## config.mk

```make
export PLATFORM = sky130hd
export DESIGN_NAME = blink_arbiter
export DESIGN_NICKNAME = d
export VERILOG_FILES = /design/src/rtl/blink_arbiter_pkg.sv /design/src/rtl/blink_timer.sv /design/src/rtl/blink_arbiter.sv
export VERILOG_INCLUDE_DIRS = /design/src /design/src/rtl
export SDC_FILE = /design/constraint.sdc
export NUM_CORES = 1
export LEC_CHECK = 0
export ABC_CLOCK_PERIOD_IN_PS = 3730
export BUFFER_PORTS_ARGS = -buffer_cell sky130_fd_sc_hd__buf_2
export CELL_PAD_IN_SITES_DETAIL_PLACEMENT = 1
export CELL_PAD_IN_SITES_GLOBAL_PLACEMENT = 1
export CORE_ASPECT_RATIO = 0.5
export CORE_MARGIN = 2
export CORE_UTILIZATION = 34
export CTS_CLUSTER_DIAMETER = 120
export DETAILED_ROUTE_END_ITERATION = 6
export PLACE_DENSITY_LB_ADDON = 0.1
export SYNTH_ARGS = -nofsm -noshare
export SYNTH_HDL_FRONTEND = slang
export SYNTH_HIERARCHICAL = 1
export SYNTH_SLANG_ARGS = --single-unit
```

## constraint.sdc

```tcl
create_clock -name clk -period 3.73 [get_ports clk]
set_input_delay 0.373 -clock clk [delete_from_list [all_inputs] [get_ports clk]]
set_output_delay 0.373 -clock clk [all_outputs]
set_load 0.02 [all_outputs]
```

## src/rtl/blink_defs.vh

```
// Shared FSM encodings and default parameter values for the blink arbiter.
`ifndef BLINK_DEFS_VH
`define BLINK_DEFS_VH

`define BLINK_ST_IDLE 2'd0
`define BLINK_ST_RUN  2'd1
`define BLINK_ST_GAP  2'd2

`define BLINK_NREQ 4
`define BLINK_CW   20
`define BLINK_NW   8
`define BLINK_GAP  4

`endif

```

## src/rtl/blink_arbiter_pkg.sv

```systemverilog
// Types and default sizes shared by the blink arbiter and its timer.
package blink_arbiter_pkg;
`include "blink_defs.vh"

  typedef enum logic [1:0] {
    ST_IDLE = `BLINK_ST_IDLE,
    ST_RUN  = `BLINK_ST_RUN,
    ST_GAP  = `BLINK_ST_GAP
  } state_t;

  localparam int DEF_NREQ = `BLINK_NREQ;
  localparam int DEF_CW   = `BLINK_CW;
  localparam int DEF_NW   = `BLINK_NW;
  localparam int DEF_GAP  = `BLINK_GAP;

endpackage

```

## src/rtl/blink_timer.sv

```systemverilog
// Half-period countdown: one-cycle tick at expiry, self-reloading.
// A period of 0 is treated as 1 so the tick never stalls.
module blink_timer
  import blink_arbiter_pkg::*;
#(
  parameter int CW = DEF_CW
) (
  input  logic          clk,
  input  logic          rst_n,
  input  logic          load,
  input  logic [CW-1:0] period,
  output logic          tick
);

  logic [CW-1:0] per_m1;   // latched period minus one
  logic [CW-1:0] cnt;
  logic [CW-1:0] load_m1;

  assign load_m1 = (period == '0) ? '0 : period - 1'b1;
  assign tick    = (cnt == '0);

  // Count down; reload the latched period on each expiry.
  always_ff @(posedge clk) begin
    if (!rst_n) begin
      per_m1 <= '0;
      cnt    <= '0;
    end else if (load) begin
      per_m1 <= load_m1;
      cnt    <= load_m1;
    end else if (tick) begin
      cnt    <= per_m1;
    end else begin
      cnt    <= cnt - 1'b1;
    end
  end

endmodule

```

## src/rtl/blink_arbiter.sv

```systemverilog
// Round-robin arbiter sharing one LED between NREQ blink requesters.
// IDLE arbitrates, RUN blinks for the owner, GAP enforces idle spacing.
module blink_arbiter
  import blink_arbiter_pkg::*;
#(
  parameter int NREQ = DEF_NREQ,
  parameter int CW   = DEF_CW,
  parameter int NW   = DEF_NW,
  parameter int GAP  = DEF_GAP
) (
  input  logic                 clk,
  input  logic                 rst_n,
  input  logic [NREQ-1:0]      req,
  input  logic [NREQ*CW-1:0]   half_period,
  input  logic [NREQ*NW-1:0]   num_toggles,
  output logic [NREQ-1:0]      grant,
  output logic [NREQ-1:0]      done,
  output logic                 busy,
  output logic                 led
);

  localparam int PW = (NREQ > 1) ? $clog2(NREQ) : 1;
  localparam int GW = (GAP > 1) ? $clog2(GAP) : 1;

  state_t          state_q, state_d;
  logic [PW-1:0]   ptr_q, own_q, win_idx;
  logic [NW-1:0]   tog_cnt;
  logic [GW-1:0]   gap_cnt;
  logic [CW-1:0]   win_hp;
  logic [NW-1:0]   win_nt;
  logic            any_req, load, tick;
  logic            abandon, finish, toggle;

  assign any_req = |req;
  assign load    = (state_q == ST_IDLE) && any_req;
  assign busy    = (state_q != ST_IDLE);
  assign win_hp  = half_period[int'(win_idx)*CW +: CW];
  assign win_nt  = num_toggles[int'(win_idx)*NW +: NW];

  // Round-robin search from the pointer; lowest offset wins, so scan down.
  always_comb begin
    win_idx = '0;
    for (int i = NREQ - 1; i >= 0; i--) begin
      if (req[(int'(ptr_q) + i) % NREQ])
        win_idx = PW'((int'(ptr_q) + i) % NREQ);
    end
  end

  blink_timer #(.CW(CW)) u_timer (
    .clk    (clk),
    .rst_n  (rst_n),
    .load   (load),
    .period (win_hp),
    .tick   (tick)
  );

  // Run events: abandon beats completion; count 0 completes on the first RUN edge.
  always_comb begin
    abandon = (state_q == ST_RUN) && !req[own_q];
    finish  = (state_q == ST_RUN) && !abandon &&
              ((tog_cnt == '0) || (tick && tog_cnt == NW'(1)));
    toggle  = (state_q == ST_RUN) && !abandon && tick && (tog_cnt > NW'(1));
  end

  // Next-state logic.
  always_comb begin
    state_d = state_q;
    case (state_q)
      ST_IDLE: if (any_req) state_d = ST_RUN;
      ST_RUN:  if (abandon || finish) state_d = (GAP == 0) ? ST_IDLE : ST_GAP;
      ST_GAP:  if (gap_cnt == '0) state_d = ST_IDLE;
      default: state_d = ST_IDLE;
    endcase
  end

  // State register and per-run datapath.
  always_ff @(posedge clk) begin
    if (!rst_n) begin
      state_q <= ST_IDLE;
      ptr_q   <= '0;
      own_q   <= '0;
      tog_cnt <= '0;
      gap_cnt <= '0;
      grant   <= '0;
      done    <= '0;
      led     <= 1'b0;
    end else begin
      state_q <= state_d;
      done    <= '0;
      case (state_q)
        ST_IDLE: begin
          if (any_req) begin
            grant          <= '0;
            grant[win_idx] <= 1'b1;
            own_q          <= win_idx;
            tog_cnt        <= win_nt;
            led            <= 1'b0;
          end
        end
        ST_RUN: begin
          if (abandon || finish) begin
            grant   <= '0;
            led     <= 1'b0;
            tog_cnt <= '0;
            gap_cnt <= GW'((GAP > 0) ? GAP - 1 : 0);
            ptr_q   <= (own_q == PW'(NREQ - 1)) ? '0 : own_q + 1'b1;
            if (finish) done[own_q] <= 1'b1;
          end else if (toggle) begin
            led     <= ~led;
            tog_cnt <= tog_cnt - 1'b1;
          end
        end
        ST_GAP: begin
          if (gap_cnt != '0) gap_cnt <= gap_cnt - 1'b1;
        end
        default: ;
      endcase
    end
  end

endmodule
```

==> impl_metrics.json, run 1 <==
{
  "status": "finished clean",
  "maxCapViolations": 0,
  "area_growth_pct": 28.7,
  "startpoint_type": "flip-flop",
  "cpPeakStageDelay_ps": 630,
  "setup_violations": 0,
  "grt_util_met1_pct": 27.9,
  "cp_common_cell": "a31oi_1",
  "wl_per_cell_um": 17.6,
  "setup_tns_ps": 0,
  "fin_hold_ws_ps": 384,
  "path_buf_inv": 0,
  "coreArea_um2": 12800,
  "cp_cell_sequence": "or3b_2, o221a_2, and2_1, a211oi_1, a31oi_1, or4_1, or4_4, or3_1, a31oi_1, nor2_1",
  "synthesis.area_um2": 4500,
  "drive_above_1_share_pct": 27.7,
  "clock_skew_ps": 7.45,
  "route.detailed.drc": 0,
  "dieHeight_um": 85.4,
  "critPathCaptureType": "flip-flop",
  "syn_inst": 589,
  "synth_area_leaders": "dfxtp_1, nand2_1, mux2i_1",
  "drtIter0Drc": 186,
  "crit_type": "reg -> reg",
  "routed_wl_um": 15800,
  "cts_made_buffers": 9,
  "root_buffer": "clkbuf_16",
  "firstDrtPassIters": 4,
  "met2_usage_pct": 40.6,
  "crit_family": "simple AND/OR/NAND/NOR gates",
  "grt_pass1_vias": 4983,
  "grt_max_degree": 35,
  "r2r-start": "ptr_q[1]",
  "netlist-cell-type-count": 68,
  "final_cell_mix": "buf_2, nand2_1, dfxtp_1",
  "cts_buffer_depth": 2,
  "syn_nets": 719,
  "slowest_stage": "or4_1",
  "crit_path_start": "ptr_q[1]",
  "die-area_um2": 14200,
  "ios": 128,
  "crit_required_ps": 3940,
  "port_buffers": 127,
  "grt_pass1_wl_um": 25400,
  "ys_ff_latch": 65,
  "final_antenna_net_count": 0,
  "vias": 4850,
  "synth_warnings": 6,
  "antenna_cells": 0,
  "die_x_um": 167,
  "hold_viol_final": 0,
  "yosysSeqAreaShare_pct": 28.9,
  "routabilityCongestion": 0.861,
  "avgSynthCellArea_um2": 7.65,
  "dp_hpwl_um": 12400,
  "worstPathMaxFanout": 15,
  "busiest_layer": "met2",
  "slew_headroom_pct": 44.7,
  "synth_top_area_share_pct": 28.9,
  "initial_core_util_pct": 35.2,
  "globalRoute.totalOverflow": 0,
  "post_cts_buffers": 0,
  "nets": 853,
  "cts_tree": "done",
  "worst_pin_slew_ps": 823,
  "ys_dominant_reg_cell": "dfxtp_1",
  "fp-row-count": 29,
  "fin_crit_sh_pct": 94.4,
  "grt_use_total_pct": 22.3,
  "vias_per_cell": 5.40,
  "peakVddDrop_mv": 0.234,
  "leakage_nw": 2.46,
  "clk_pin_slew_ps": 60,
  "worstHoldStart": "num_toggles[18]",
  "rsz0062_at_grt": "no",
  "period_minus_slack_ps": 3520,
  "cellPowerDensity_nw_per_um2": 653,
  "async_reset_ff_share_pct": 0,
  "slew_violations": 0,
  "globalRouteMet3Util_pct": 3.87,
  "cp.arrival_ps": 3730,
  "antenna_found_initial": 0,
  "synth_area_leader_cell": "dfxtp_1",
  "h-tree-depth": 3,
  "final_common_cell": "buf_2",
  "clock_latency_ps": 330,
  "synth_edf_count": 0,
  "fmax_ghz": 0.284,
  "clock-sinks": 65,
  "hold_class": "in -> reg"
}
## where the power goes
group	switching [mW]	internal, mW
registers	0.180	0.892
clock network	0.330	0.537
logic	1.07	0.775
total	1.58	2.20
## per-layer routing
metal | vias to the layer above | share of wire (%)
met5 | - | 0
li1 | 2416 | -
met4 | 0 | 1.3
met3 | 14 | 2.3
met2 | 58 | 49
met1 | 2362 | 47
## Yosys cell counts (all sizes together), types with 2 or more instances
cell type / n
nand3b: 7
a211oi: 25
o311ai: 2
o2bb2ai: 3
nand3: 15
nor2: 38
a21boi: 2
a31oi: 21
buf: 15
nor3b: 2
a32oi: 4
or3b: 3
or3: 12
dfxtp: 65
nor3: 21
o31a: 5
o221a: 2
ha: 12
clkbuf: 22
inv: 18
nor2b: 4
o21ai: 23
nand2b: 2
nand2: 89
o21a: 5
xor2: 18
o31ai: 5
o22ai: 18
nor4: 12
a21oi: 21
or2: 4
xnor2: 7
nand4b: 2
o211ai: 5
or4: 12
and2: 29
nor4b: 2
mux2i: 20
## cell type report
cell class,instances,area (um2)
fillers,1665,7010
clock buffers,10,239
well taps,170,213
clock inverters,6,65.1
multi-input cells,468,3000
inverters,19,71.3
flip-flops and latches,65,1300
repair buffers,160,908
## state kept, by name (all words and copies together) (netlist names)
| signal | cells |
|---|---|
| done | 4 |
| gap_cnt | 2 |
| grant | 4 |
| led | 1 |
| own_q | 2 |
| ptr_q | 2 |
| state_q | 2 |
| tog_cnt | 8 |
| u_timer/cnt | 20 |
| u_timer/per_m1 | 20 |
## kinds of logic after synthesis
group | Yosys count | share of synthesized area, %
fa+ha+maj | 12 | 3.33
mux | 21 | 4.70
buf+inv | 56 | 5.31
compound gates | 153 | 23.9
simple gates | 257 | 29.0
flops | 65 | 28.9
xor+xnor | 25 | 4.86
## worst reg2reg max path, delay by kind of cell, from the launching register on
family          cells  cell delay (ps)
simple gates        6             2320
flops               1              360
compound gates      4              720
## path summary, 6_finish.rpt
check	endpoint	slack, ps	cells past startpoint
max	u_timer/per_m1[0]	210	10
min	tog_cnt[2]	380	5
min reg2reg	u_timer/per_m1[12]	450	2
max reg2reg	u_timer/per_m1[0]	210	10
## timing repair
item / CTS / global route
gates resized for setup: 0 / 4
hold buffers: 0 / 0
setup endpoints to repair: 0 / 8
hold endpoints to repair: 0 / 0
## stage by stage
stage	cells	util, %	power [mW]	worst slack, ps	area [um2]
final	898	45.3	3.78	210	5800
after global routing	898	45.3	4.08	11.5	5800
after floorplan	589	-	2.33	189	4500
after CTS	898	45.1	3.80	111	5780
after global placement	882	42.7	2.87	106	5480
after detailed placement	882	42.7	2.91	2.06	5480
(Power assumes the default switching activity.)
==> run 2: changes to the inputs <==
--- a/config.mk
+++ b/config.mk
@@ -12,9 +12,11 @@
 export CELL_PAD_IN_SITES_GLOBAL_PLACEMENT = 1
 export CORE_ASPECT_RATIO = 0.5
 export CORE_MARGIN = 2
-export CORE_UTILIZATION = 34
+export CORE_UTILIZATION = 35
+export CTS_BUF_LIST = sky130_fd_sc_hd__clkbuf_4 sky130_fd_sc_hd__clkbuf_8
 export CTS_CLUSTER_DIAMETER = 120
 export DETAILED_ROUTE_END_ITERATION = 6
+export MAX_ROUTING_LAYER = met4
 export PLACE_DENSITY_LB_ADDON = 0.1
 export SYNTH_ARGS = -nofsm -noshare
 export SYNTH_HDL_FRONTEND = slang
==> impl_metrics.json, run 2 (synthesized netlist as in run 1, its figures left out) <==
{
  "globalRouteMet3Util_pct": 4.25,
  "clock-sinks": 65,
  "initial_core_util_pct": 35.7,
  "vias_per_cell": 5.45,
  "hold_buffers": 0,
  "area_growth_pct": 27.0,
  "p_comb_share_pct": 50.6,
  "grt_use_total_pct": 24.2,
  "nFillCells": 1603,
  "worstHoldStart": "num_toggles[18]",
  "swShare_pct": 42.8,
  "min_to": "tog_cnt[2]",
  "slew_violations": 0,
  "slew_headroom_pct": 44.4,
  "power_frac_seq_pct": 29.4,
  "drive_above_1_share_pct": 27.2,
  "vias": 4881,
  "path_buf_inv": 1,
  "h-tree-depth": 3,
  "final_common_cell": "buf_2",
  "fin_crit_sh_pct": 94.7,
  "rsz0062_at_grt": "no",
  "fmax_ghz": 0.283,
  "fin_hold_ws_ps": 362,
  "routabilityCongestion": 0.883,
  "slowest_stage": "or4_1",
  "clock_skew_ps": 20.7,
  "hold_viol_final": 0,
  "globalRoute.totalOverflow": 0,
  "rr_endpoint": "u_timer/cnt[8]",
  "clk_pin_slew_ps": 90,
  "layout.cells.non_filler": 895,
  "route.detailed.drc": 0,
  "grt_pass1_wl_um": 25900,
  "worstPathMaxFanout": 25,
  "switching_power_mw": 1.55,
  "cp_cell_sequence": "or3b_2, o221a_2, and2_1, a211oi_1, a31oi_1, or4_1, or4_1, o21bai_1, buf_12, o22a_1, o31ai_1",
  "final_antenna_net_count": 0,
  "coreArea_um2": 12600,
  "routed_wl_um": 15600,
  "hold_class": "in -> reg",
  "port_buffers": 127,
  "crit_family": "simple AND/OR/NAND/NOR gates",
  "period_minus_slack_ps": 3530,
  "antenna_found_initial": 1,
  "maxCapViolations": 0,
  "wl_per_cell_um": 17.4,
  "drtIter0Drc": 137,
  "fp-row-count": 29,
  "met2_usage_pct": 39.9,
  "reg2regPathDepth": 11,
  "cts_made_buffers": 9,
  "grt_util_met1_pct": 31.0,
  "crit_type": "reg -> reg",
  "worst_pin_slew_ps": 828,
  "crit_required_ps": 3990,
  "nets": 849,
  "cpPeakStageDelay_ps": 620,
  "final_cell_mix": "buf_2, nand2_1, dfxtp_1",
  "ios": 128,
  "cp.arrival_ps": 3790,
  "clock_latency_ps": 360,
  "dp_cells": 878,
  "cp_common_cell": "or4_1",
  "cellPowerDensity_nw_per_um2": 633,
  "critPathCaptureType": "flip-flop",
  "p_clk_share_pct": 20.0,
  "startpoint_type": "flip-flop",
  "reg2reg_slack_ps": 200,
  "firstDrtPassIters": 4,
  "cts_tree": "done",
  "setup_violations": 0,
  "internal-power_mw": 2.07,
  "leakage_nw": 2.41,
  "dieHeight_um": 84.2,
  "die-area_um2": 13800,
  "root_buffer": "clkbuf_8",
  "busiest_layer": "met2",
  "die_x_um": 164,
  "setup_tns_ps": 0,
  "r2r-start": "ptr_q[1]",
  "top_regs": "u_timer/cnt x20, u_timer/per_m1 x20, tog_cnt x8",
  "grt_pass1_vias": 5087,
  "peakVddDrop_mv": 0.220,
  "status": "finished clean",
  "grt_max_degree": 35,
  "hold_path_depth": 5,
  "cts_buffer_depth": 2,
  "dp_hpwl_um": 12000
}
[run 2: cell types whose count changed in the layout (fill, tap and decap cells not counted), sizes merged]
| cell | change |
|---|---|
| clkinv | -3 |
| bufinv | +1 |
| buf | -4 |
| clkbuf | +1 |
| diode | +1 |
| inv | +1 |
[run 2: metal layers]
| metal | wire (um) | part of all wire, % | vias to the layer above |
|---|---|---|---|
| li1 | - | - | 2411 |
| met1 | 7440 | 48 | 2380 |
| met2 | 7430 | 48 | 68 |
| met3 | 431 | 2.8 | 22 |
| met4 | 286 | 1.8 | 0 |
| met5 | 0 | 0 | - |
[run 2: worst max-delay path by stage]
stage | startpoint | to | slack (ps) | cells past startpoint
5_1_grt | ptr_q[1] | u_timer/cnt[8] | 20 | 11
4_1_cts | ptr_q[1] | u_timer/per_m1[19] | 240 | 10
6_report | ptr_q[1] | u_timer/cnt[8] | 200 | 11
3_5_place_dp | req[1] | u_timer/cnt[8] | 130 | 12
3_3_place_gp | req[1] | u_timer/cnt[8] | 180 | 12
2_1_floorplan | req[1] | u_timer/cnt[18] | 190 | 11
[run 2: layout make-up]
type,count,area (um2),share of cell area (%)
tap,170,213,3.72
multi-input combinational,468,3000,52.4
timing repair buffer,156,903,15.8
antenna,1,2.50,0.0437
inverter,19,71.3,1.25
clock buffer,11,145,2.54
sequential,65,1300,22.7
clock inverter,5,85.1,1.49
[run 2: metrics by stage]
| stage | setup WS [ps] | power, mW | util [%] | area [um2] |
|---|---|---|---|---|
| after floorplan | 189 | 2.33 | - | 4500 |
| after global routing | 15.4 | 3.92 | 45.3 | 5720 |
| after detailed placement | 128 | 2.90 | 43.3 | 5470 |
| after CTS | 245 | 3.64 | 45.1 | 5700 |
| after global placement | 181 | 2.86 | 43.3 | 5470 |
| final | 199 | 3.62 | 45.3 | 5720 |
[run 2: worst reg2reg max path: stages, from the launching register on]
cell      delay [ps]
dfxtp_1          370
or3b_2           530
o221a_2          240
and2_1           190
a211oi_1         180
a31oi_1           80
or4_1            620
or4_1            530
o21bai_1         280
buf_12           210
o22a_1           150
o31ai_1           60
[run 2: timing repair]
action | CTS | global route
buffers inserted | 0 | 0
resized for setup | 0 | 3
setup endpoints to repair | 0 | 8
[run 2: power groups by stage]
stage / logic [mW] / clock network [mW] / registers, mW
after global routing: 2.06 / 0.766 / 1.09
after CTS: 1.83 / 0.740 / 1.06
after floorplan: 1.29 / 0 / 1.03
after global placement: 1.79 / 0 / 1.07
final: 1.83 / 0.724 / 1.07
after detailed placement: 1.82 / 0 / 1.08
==> run 3: changes to the inputs <==
--- a/config.mk
+++ b/config.mk
@@ -6,13 +6,13 @@
 export SDC_FILE = /design/constraint.sdc
 export NUM_CORES = 1
 export LEC_CHECK = 0
-export ABC_CLOCK_PERIOD_IN_PS = 3730
+export ABC_CLOCK_PERIOD_IN_PS = 4300
 export BUFFER_PORTS_ARGS = -buffer_cell sky130_fd_sc_hd__buf_2
 export CELL_PAD_IN_SITES_DETAIL_PLACEMENT = 1
 export CELL_PAD_IN_SITES_GLOBAL_PLACEMENT = 1
 export CORE_ASPECT_RATIO = 0.5
 export CORE_MARGIN = 2
-export CORE_UTILIZATION = 35
+export CORE_UTILIZATION = 42
 export CTS_BUF_LIST = sky130_fd_sc_hd__clkbuf_4 sky130_fd_sc_hd__clkbuf_8
 export CTS_CLUSTER_DIAMETER = 120
 export DETAILED_ROUTE_END_ITERATION = 6
==> constraint.sdc (replaced) <==
create_clock -name clk -period 4.3 [get_ports clk]
set_input_delay 0.43 -clock clk [delete_from_list [all_inputs] [get_ports clk]]
set_output_delay 0.43 -clock clk [all_outputs]
set_load 0.02 [all_outputs]
==> impl_metrics.json, run 3 (synthesized netlist as in run 1, its figures left out) <==
{
  "multi_input_area_um2": 2990,
  "vias": 4795,
  "routabilityCongestion": 0.904,
  "hold_viol_final": 0,
  "hold_class": "in -> reg",
  "final_antenna_net_count": 0,
  "worstPathMaxFanout": 21,
  "startpoint_type": "flip-flop",
  "die-area_um2": 11600,
  "grt_max_degree": 29,
  "grt_pass1_wl_um": 24800,
  "clock-sinks": 65,
  "globalRoute.totalOverflow": 0,
  "worstHoldStart": "num_toggles[2]",
  "cpPeakStageDelay_ps": 660,
  "nFillCells": 1344,
  "critPathCaptureType": "flip-flop",
  "antenna_cells": 0,
  "root_buffer": "clkbuf_8",
  "post_cts_buffers": 0,
  "cp.arrival_ps": 4250,
  "drive_above_1_share_pct": 25.7,
  "routed_wl_um": 15600,
  "crit_path_start": "u_timer/cnt[11]",
  "fin_area_um2": 5540,
  "cts_buffer_depth": 2,
  "leakage_nw": 2.34,
  "fp-row-count": 26,
  "ios": 128,
  "setup_violations": 0,
  "port_buffers": 127,
  "dp_hpwl_um": 11900,
  "top_regs": "u_timer/cnt x20, u_timer/per_m1 x20, tog_cnt x8",
  "cts-resized-gates": 0,
  "hold_buffers": 0,
  "clk_pin_slew_ps": 90,
  "fin_crit_sh_pct": 92.6,
  "die_x_um": 150,
  "slew_headroom_pct": 35.7,
  "slew_violations": 0,
  "antenna_found_initial": 0,
  "layout.area.seq_um2": 1300,
  "area_growth_pct": 23.0,
  "dpl_cell_area_um2": 5310,
  "period_minus_slack_ps": 3980,
  "drtIter0Drc": 160,
  "dp_cells": 836,
  "maxCapViolations": 0,
  "vias_per_cell": 5.63,
  "peakVddDrop_mv": 0.212,
  "worst_pin_slew_ps": 956,
  "final_common_cell": "buf_2",
  "coreArea_um2": 10300,
  "cp_common_cell": "or4_1",
  "route.detailed.drc": 0,
  "r2r-start": "u_timer/cnt[11]",
  "fin_total_pwr_mw": 3.08,
  "final_cell_mix": "buf_2, nand2_1, dfxtp_1",
  "crit_required_ps": 4570,
  "clock_latency_ps": 360,
  "crit_type": "reg -> reg",
  "fin_util_pct": 53.7,
  "clock_skew_ps": 20.1,
  "fmax_ghz": 0.251,
  "h-tree-depth": 3,
  "layout.cells.non_filler": 852,
  "slowest_stage": "or4_1",
  "cellPowerDensity_nw_per_um2": 557,
  "initial_core_util_pct": 43.7,
  "cp_cell_sequence": "or4_1, or4_1, or3_4, clkinv_1, a21oi_1, nor3_2, o21ai_2, a21oi_2, nand3_1, o311ai_1",
  "cts_tree": "done",
  "firstDrtPassIters": 4,
  "dieHeight_um": 77.2,
  "rsz0062_at_grt": "no",
  "status": "finished clean",
  "setup_tns_ps": 0,
  "grt_use_total_pct": 27.9,
  "pre_cts_slack_ps": 332,
  "wl_per_cell_um": 18.3,
  "grt_pass1_vias": 4889,
  "cts_made_buffers": 9,
  "fin_hold_ws_ps": 413,
  "fin_ws_ps": 317,
  "nets": 837
}
run 3: worst max-delay path: cells and delay by family, from the launching register on:
family,cells,cell delay [ps]
AO/OA/AOI/OAI,4,1020
buffers and inverters,1,140
flip-flops,1,360
AND/OR/NAND/NOR,5,2370
run 3: final timing paths:
check                           slack (ps)  cells after the start                 end
worst max-delay path                   320                     10          tog_cnt[7]
worst min register to register         450                      2  u_timer/per_m1[12]
worst max register to register         320                     10          tog_cnt[7]
worst min-delay path                   410                      5          tog_cnt[2]
run 3: power by group:
part           switching, mW  internal (mW)  total [mW]
clock                  0.265          0.344       0.609
combinational          0.932          0.613        1.55
sequential             0.156          0.773       0.929
run 3: area by class of cell:
type	instances	area share, %
well taps	140	3.16
clock buffers	10	2.49
inverters	19	1.29
repair buffers	144	14.0
clock inverters	6	1.63
multi-input cells	468	53.9
flip-flops and latches	65	23.5
run 3: per-layer routing:
layer  global-route usage [%]  wire length [um]  up-vias
met1                     35.1              7390     2331
li1                         -                 -     2390
met2                     47.3              7700       63
met5                        -                 0        -
met3                     4.64               353       11
met4                     5.85               138        0
